--- config.mk ---
export PLATFORM = sky130hd
export DESIGN_NAME = uart_tx_framer
export DESIGN_NICKNAME = d
export VERILOG_FILES = /design/src/rtl/uart_tx_framer.sv
export SDC_FILE = /design/constraint.sdc
export NUM_CORES = 1
export LEC_CHECK = 0
export CORE_UTILIZATION = 40
export DETAILED_ROUTE_END_ITERATION = 12
export HOLD_SLACK_MARGIN = 0.06
export PLACE_DENSITY = 0.71
export REMOVE_ABC_BUFFERS = 1
export SLEW_MARGIN = 20
export SYNTH_ARGS = -nofsm -noshare
export SYNTH_HDL_FRONTEND = slang
export SYNTH_SLANG_ARGS = --single-unit
--- constraint.sdc ---
create_clock -name slow_baud_clk -period 2.1 [get_ports slow_baud_clk]
set_input_delay 0.63 -clock slow_baud_clk [delete_from_list [all_inputs] [get_ports slow_baud_clk]]
set_output_delay 0.63 -clock slow_baud_clk [all_outputs]
set_load 0.03 [all_outputs]
--- src/rtl/uart_tx_framer.sv ---
// UART transmit framer: parallel word in through valid/ready,
// one start/data/parity/stop frame out, one bit per baud clock.
module uart_tx_framer #(
  parameter int DATA_WIDTH = 8,
  parameter int PARITY_EN  = 0,
  parameter int PARITY_ODD = 0,
  parameter int STOP_BITS  = 1,
  parameter int MSB_FIRST  = 0
) (
  input  logic                  slow_baud_clk,
  input  logic                  reset,
  input  logic [DATA_WIDTH-1:0] tx_data,
  input  logic                  tx_valid,
  output logic                  tx_ready,
  output logic                  tx_serial,
  output logic                  busy,
  output logic                  tx_done
);

  localparam int CW = $clog2(DATA_WIDTH) + 1;
  localparam logic [CW-1:0] LAST_DATA = CW'(DATA_WIDTH - 1);
  localparam logic [CW-1:0] LAST_STOP = CW'(STOP_BITS - 1);
  localparam logic ODD = 1'(PARITY_ODD);

  if (STOP_BITS != 1 && STOP_BITS != 2) begin : g_bad_stop
    $error("uart_tx_framer: STOP_BITS must be 1 or 2");
  end
  if (DATA_WIDTH < 5 || DATA_WIDTH > 9) begin : g_bad_width
    $error("uart_tx_framer: DATA_WIDTH must be 5..9");
  end

  typedef enum logic [2:0] {
    IDLE,
    START,
    DATA,
    PARITY,
    STOP
  } state_t;

  state_t                state_q, state_d;
  logic [DATA_WIDTH-1:0] shreg_q, shreg_d;
  logic [CW-1:0]         cnt_q, cnt_d;
  logic                  par_q, par_d;
  logic                  serial_d;
  logic                  last_stop;
  logic                  accept;
  logic                  out_bit;
  logic [DATA_WIDTH-1:0] shifted;

  if (MSB_FIRST != 0) begin : g_msb
    assign out_bit = shreg_q[DATA_WIDTH-1];
    assign shifted = {shreg_q[DATA_WIDTH-2:0], 1'b0};
  end else begin : g_lsb
    assign out_bit = shreg_q[0];
    assign shifted = {1'b0, shreg_q[DATA_WIDTH-1:1]};
  end

  assign last_stop = (state_q == STOP) && (cnt_q == LAST_STOP);
  assign tx_ready  = (state_q == IDLE) || last_stop;
  assign tx_done   = last_stop;
  assign busy      = (state_q != IDLE);
  assign accept    = tx_valid && tx_ready;

  // serial_d is the line value for the cycle after the edge,
  // so an accept puts the start bit out on that same edge.
  always_comb begin
    state_d  = state_q;
    shreg_d  = shreg_q;
    cnt_d    = cnt_q;
    par_d    = par_q;
    serial_d = tx_serial;
    unique case (state_q)
      IDLE: begin
        serial_d = 1'b1;
        if (accept) begin
          state_d  = START;
          serial_d = 1'b0;
          shreg_d  = tx_data;
          par_d    = ^tx_data;
          cnt_d    = '0;
        end
      end
      START: begin
        state_d  = DATA;
        serial_d = out_bit;
        shreg_d  = shifted;
        cnt_d    = '0;
      end
      DATA: begin
        if (cnt_q == LAST_DATA) begin
          cnt_d = '0;
          if (PARITY_EN != 0) begin
            state_d  = PARITY;
            serial_d = par_q ^ ODD;
          end else begin
            state_d  = STOP;
            serial_d = 1'b1;
          end
        end else begin
          serial_d = out_bit;
          shreg_d  = shifted;
          cnt_d    = cnt_q + 1'b1;
        end
      end
      PARITY: begin
        state_d  = STOP;
        serial_d = 1'b1;
        cnt_d    = '0;
      end
      STOP: begin
        serial_d = 1'b1;
        if (!last_stop) begin
          cnt_d = cnt_q + 1'b1;
        end else if (accept) begin
          state_d  = START;
          serial_d = 1'b0;
          shreg_d  = tx_data;
          par_d    = ^tx_data;
          cnt_d    = '0;
        end else begin
          state_d = IDLE;
          cnt_d   = '0;
          shreg_d = '0;
          par_d   = 1'b0;
        end
      end
      default: begin
        state_d  = IDLE;
        serial_d = 1'b1;
      end
    endcase
  end

  always_ff @(posedge slow_baud_clk or negedge reset) begin
    if (!reset) begin
      state_q   <= IDLE;
      shreg_q   <= '0;
      cnt_q     <= '0;
      par_q     <= 1'b0;
      tx_serial <= 1'b1;
    end else begin
      state_q   <= state_d;
      shreg_q   <= shreg_d;
      cnt_q     <= cnt_d;
      par_q     <= par_d;
      tx_serial <= serial_d;
    end
  end

endmodule
==> flow_summary.ini <==
[drt]
routedWlPerCell_um = 15.80
vias = 874
drtIter0Drc = 23
routed_wl_um = 2386
drtPass1Iterations = 4
via_per_inst = 5.788
remaining_drc_errors = 0
ant_nets = 0

[synth]
yosysSeqAreaShare_pct = 39.19
ys.flop_type = dfrtp_1
avgSynthCellArea_um2 = 10.35
yosys_warnings = 0
ys_top_cells_by_area = dfrtp_1 37%, a2111oi_0 6.0%, a2bb2oi_1 6.0%, o21ai_0 5.4%, nor3b_1 4.4%
synth_cells = 99
synth_seq_cells = 16
synth.largest_area_cell = dfrtp_1
synthTopCellsByCount = 15 x dfrtp_1, 11 x o21ai_0, 7 x a2111oi_0, 7 x a2bb2oi_1, 6 x nor3b_1
synth.cell_area_um2 = 1025
async_flop_share_pct = 100.0
synth_edf_count = 0
synth_top_area_share_pct = 36.63
yosysMostFrequentCell = dfrtp_1
synth_cell_types = 37

[clock_tree]
hold_buffers = 0
htree_levels = 1
worstSkewPairLatency_ns = 0.28
cts.sinks = 16
cts_made_buffers = 3
clockBufferDepth = 2
cts_tree = yes
cts-root-buf = clkbuf_4
clk_pin_slew_ns = 0.10

[cells_and_area]
final_cells = 151
antenna_cells_inserted = 0
syn2layout_area_growth_pct = 28.33
design_area_um2 = 1315
nets = 137
drive_gt1_share_pct = 26.83

[hold_path]
hp-start = shreg_q[5]
hold_class = reg -> reg
hold_path_end = shreg_q[5]
whs_path_depth = 1

[setup_path]
crit_arrival_ns = 1.54
rr_worst_depth = 6
reg2reg_slack_ns = 0.12
reg2reg_from = state_q[1]
end_kind = primary output
critPathKind = reg -> out
r2r_end = shreg_q[6]
path_max_fanout = 12
cp_data_required_time_ns = 1.47
startpoint_type = register

[placed_design]
dpl.hpwl_um = 1532
dpl.cell_count = 141
gp_congestion = 0.8044
io_buffer_count = 14
dpl_cell_area_um2 = 1199

[floorplan]
dieArea_um2 = 2768
die_y_um = 52.62
row_count = 17
initial_utilization_pct = 44.20
core_um2 = 2318
io_pins = 15
fp.dieW_um = 52.62

[timing]
final.period_utilization_pct = 103.1
rsz0062_at_grt = true
hold_viol_final = 0
finClkSkew_ns = 0.01243
fin_ws_ns = -0.06567
max_slew_margin_pct = 55.54
fmax_ghz = 0.4618
period_needed_ns = 2.166
setup-violations-final = 2
slew_violations = 0
worstMarginPinSlew_ns = 0.6655

[status]
status = finished with violations
violations = negative setup slack

[grt]
gr-usage-all-layers_pct = 18.18
antenna_found_initial = 0
gr-total-overflow = 0
grt_first_pass_wirelength_um = 3650
grt_max_degree = 15
grt_pass1_vias = 802

[power]
ir_drop_mv = 0.9626
powerDensity_nw_per_um2 = 1656
p_leak_nw = 0.5505

[run]
drv_cap = 0
layout make-up:
| cell class | count | area [um^2] |
|---|---|---|
| clock buffers | 4 | 26.28 |
| well taps | 28 | 35.03 |
| fillers | 210 | 1003 |
| repair buffers | 26 | 235.2 |
| flip-flops and latches | 16 | 401.6 |
| multi-input cells | 73 | 601.8 |
| inverters | 4 | 15.01 |
how the worst max path moves through the flow:
stage	endpoint	cells after the start	from
after floorplan	tx_ready	3	state_q[2]
after global placement	shreg_q[7]	4	tx_valid
after detailed placement	shreg_q[7]	4	tx_valid
after CTS	tx_ready	6	cnt_q[0]
after global routing	tx_ready	5	state_q[2]
final	tx_ready	5	state_q[1]
registers in the layout, summed over array words and instances, names as in the netlist:
name / count
tx_serial: 1
cnt_q: 4
shreg_q: 8
state_q: 3
cells by family after synthesis:
family | synth area share (%)
AO/OA/AOI/OAI | 27.47
AND/OR/NAND/NOR | 21.12
flip-flops | 39.19
buffers and inverters | 5.493
XOR/XNOR | 3.297
adder cells (fa/ha/maj) | 2.442
multiplexers | 0.9768
through the flow:
| stage | TNS, ns | total power [W] | worst slack (ns) | hold slack (ns) | utilization (%) |
|---|---|---|---|---|---|
| final | -0.1088 | 0.002178 | -0.06567 | 0.5481 | 56.72 |
| after CTS | -0.05511 | 0.002107 | -0.05511 | 0.5508 | 55.48 |
| after global routing | -0.2977 | 0.002344 | -0.1565 | 0.5680 | 56.72 |
| after floorplan | -0.04584 | 0.001452 | -0.04584 | 0.3344 | - |
| after global placement | 0 | 0.001785 | 0.03360 | 0.5141 | 51.70 |
| after detailed placement | 0 | 0.001811 | 0.01658 | 0.5263 | 51.70 |
power by group:
part | switching, W | leakage, nW | internal, W
sequential | 0.0000819 | 0.197 | 0.000459
combinational | 0.000767 | 0.339 | 0.000703
clock | 0.0000931 | 0.0150 | 0.0000736
worst max-delay path: stages, from the launching register on:
cell      delay, ns
dfrtp_1        0.41
buf_4          0.20
nor3b_4        0.22
and2_4         0.17
nand2b_4       0.12
buf_6          0.12
placed cells by master, fill, tap and decap left out, types with 3 or more instances in the layout:
cell type | netlist | routed
dfrtp_1 | 15 | 15
buf_4 | 0 | 12
o21ai_0 | 11 | 11
clkdlybuf4s50_1 | 0 | 10
a2111oi_0 | 7 | 7
a2bb2oi_1 | 7 | 7
nor3b_1 | 6 | 6
nand2_1 | 4 | 4
nand2b_1 | 4 | 3
clkbuf_4 | 0 | 3
what timing repair did:
action / in CTS / in global routing
pin swaps: 2 / 1
setup buffers: 4 / 2
setup endpoints to repair: 3 / 4
endpoints found under the hold margin: 0 / 0
resized for setup: 9 / 4
cloned: 0 / 0
per-layer routing:
metal	up-vias	track usage, %	wire (um)
met5	-	0	0
met4	0	5.263	10
met3	2	2.899	107
met2	21	28.90	1168
met1	431	25.13	1100
li1	420	-	-
No activity file was read; power rests on OpenSTA's default activity.
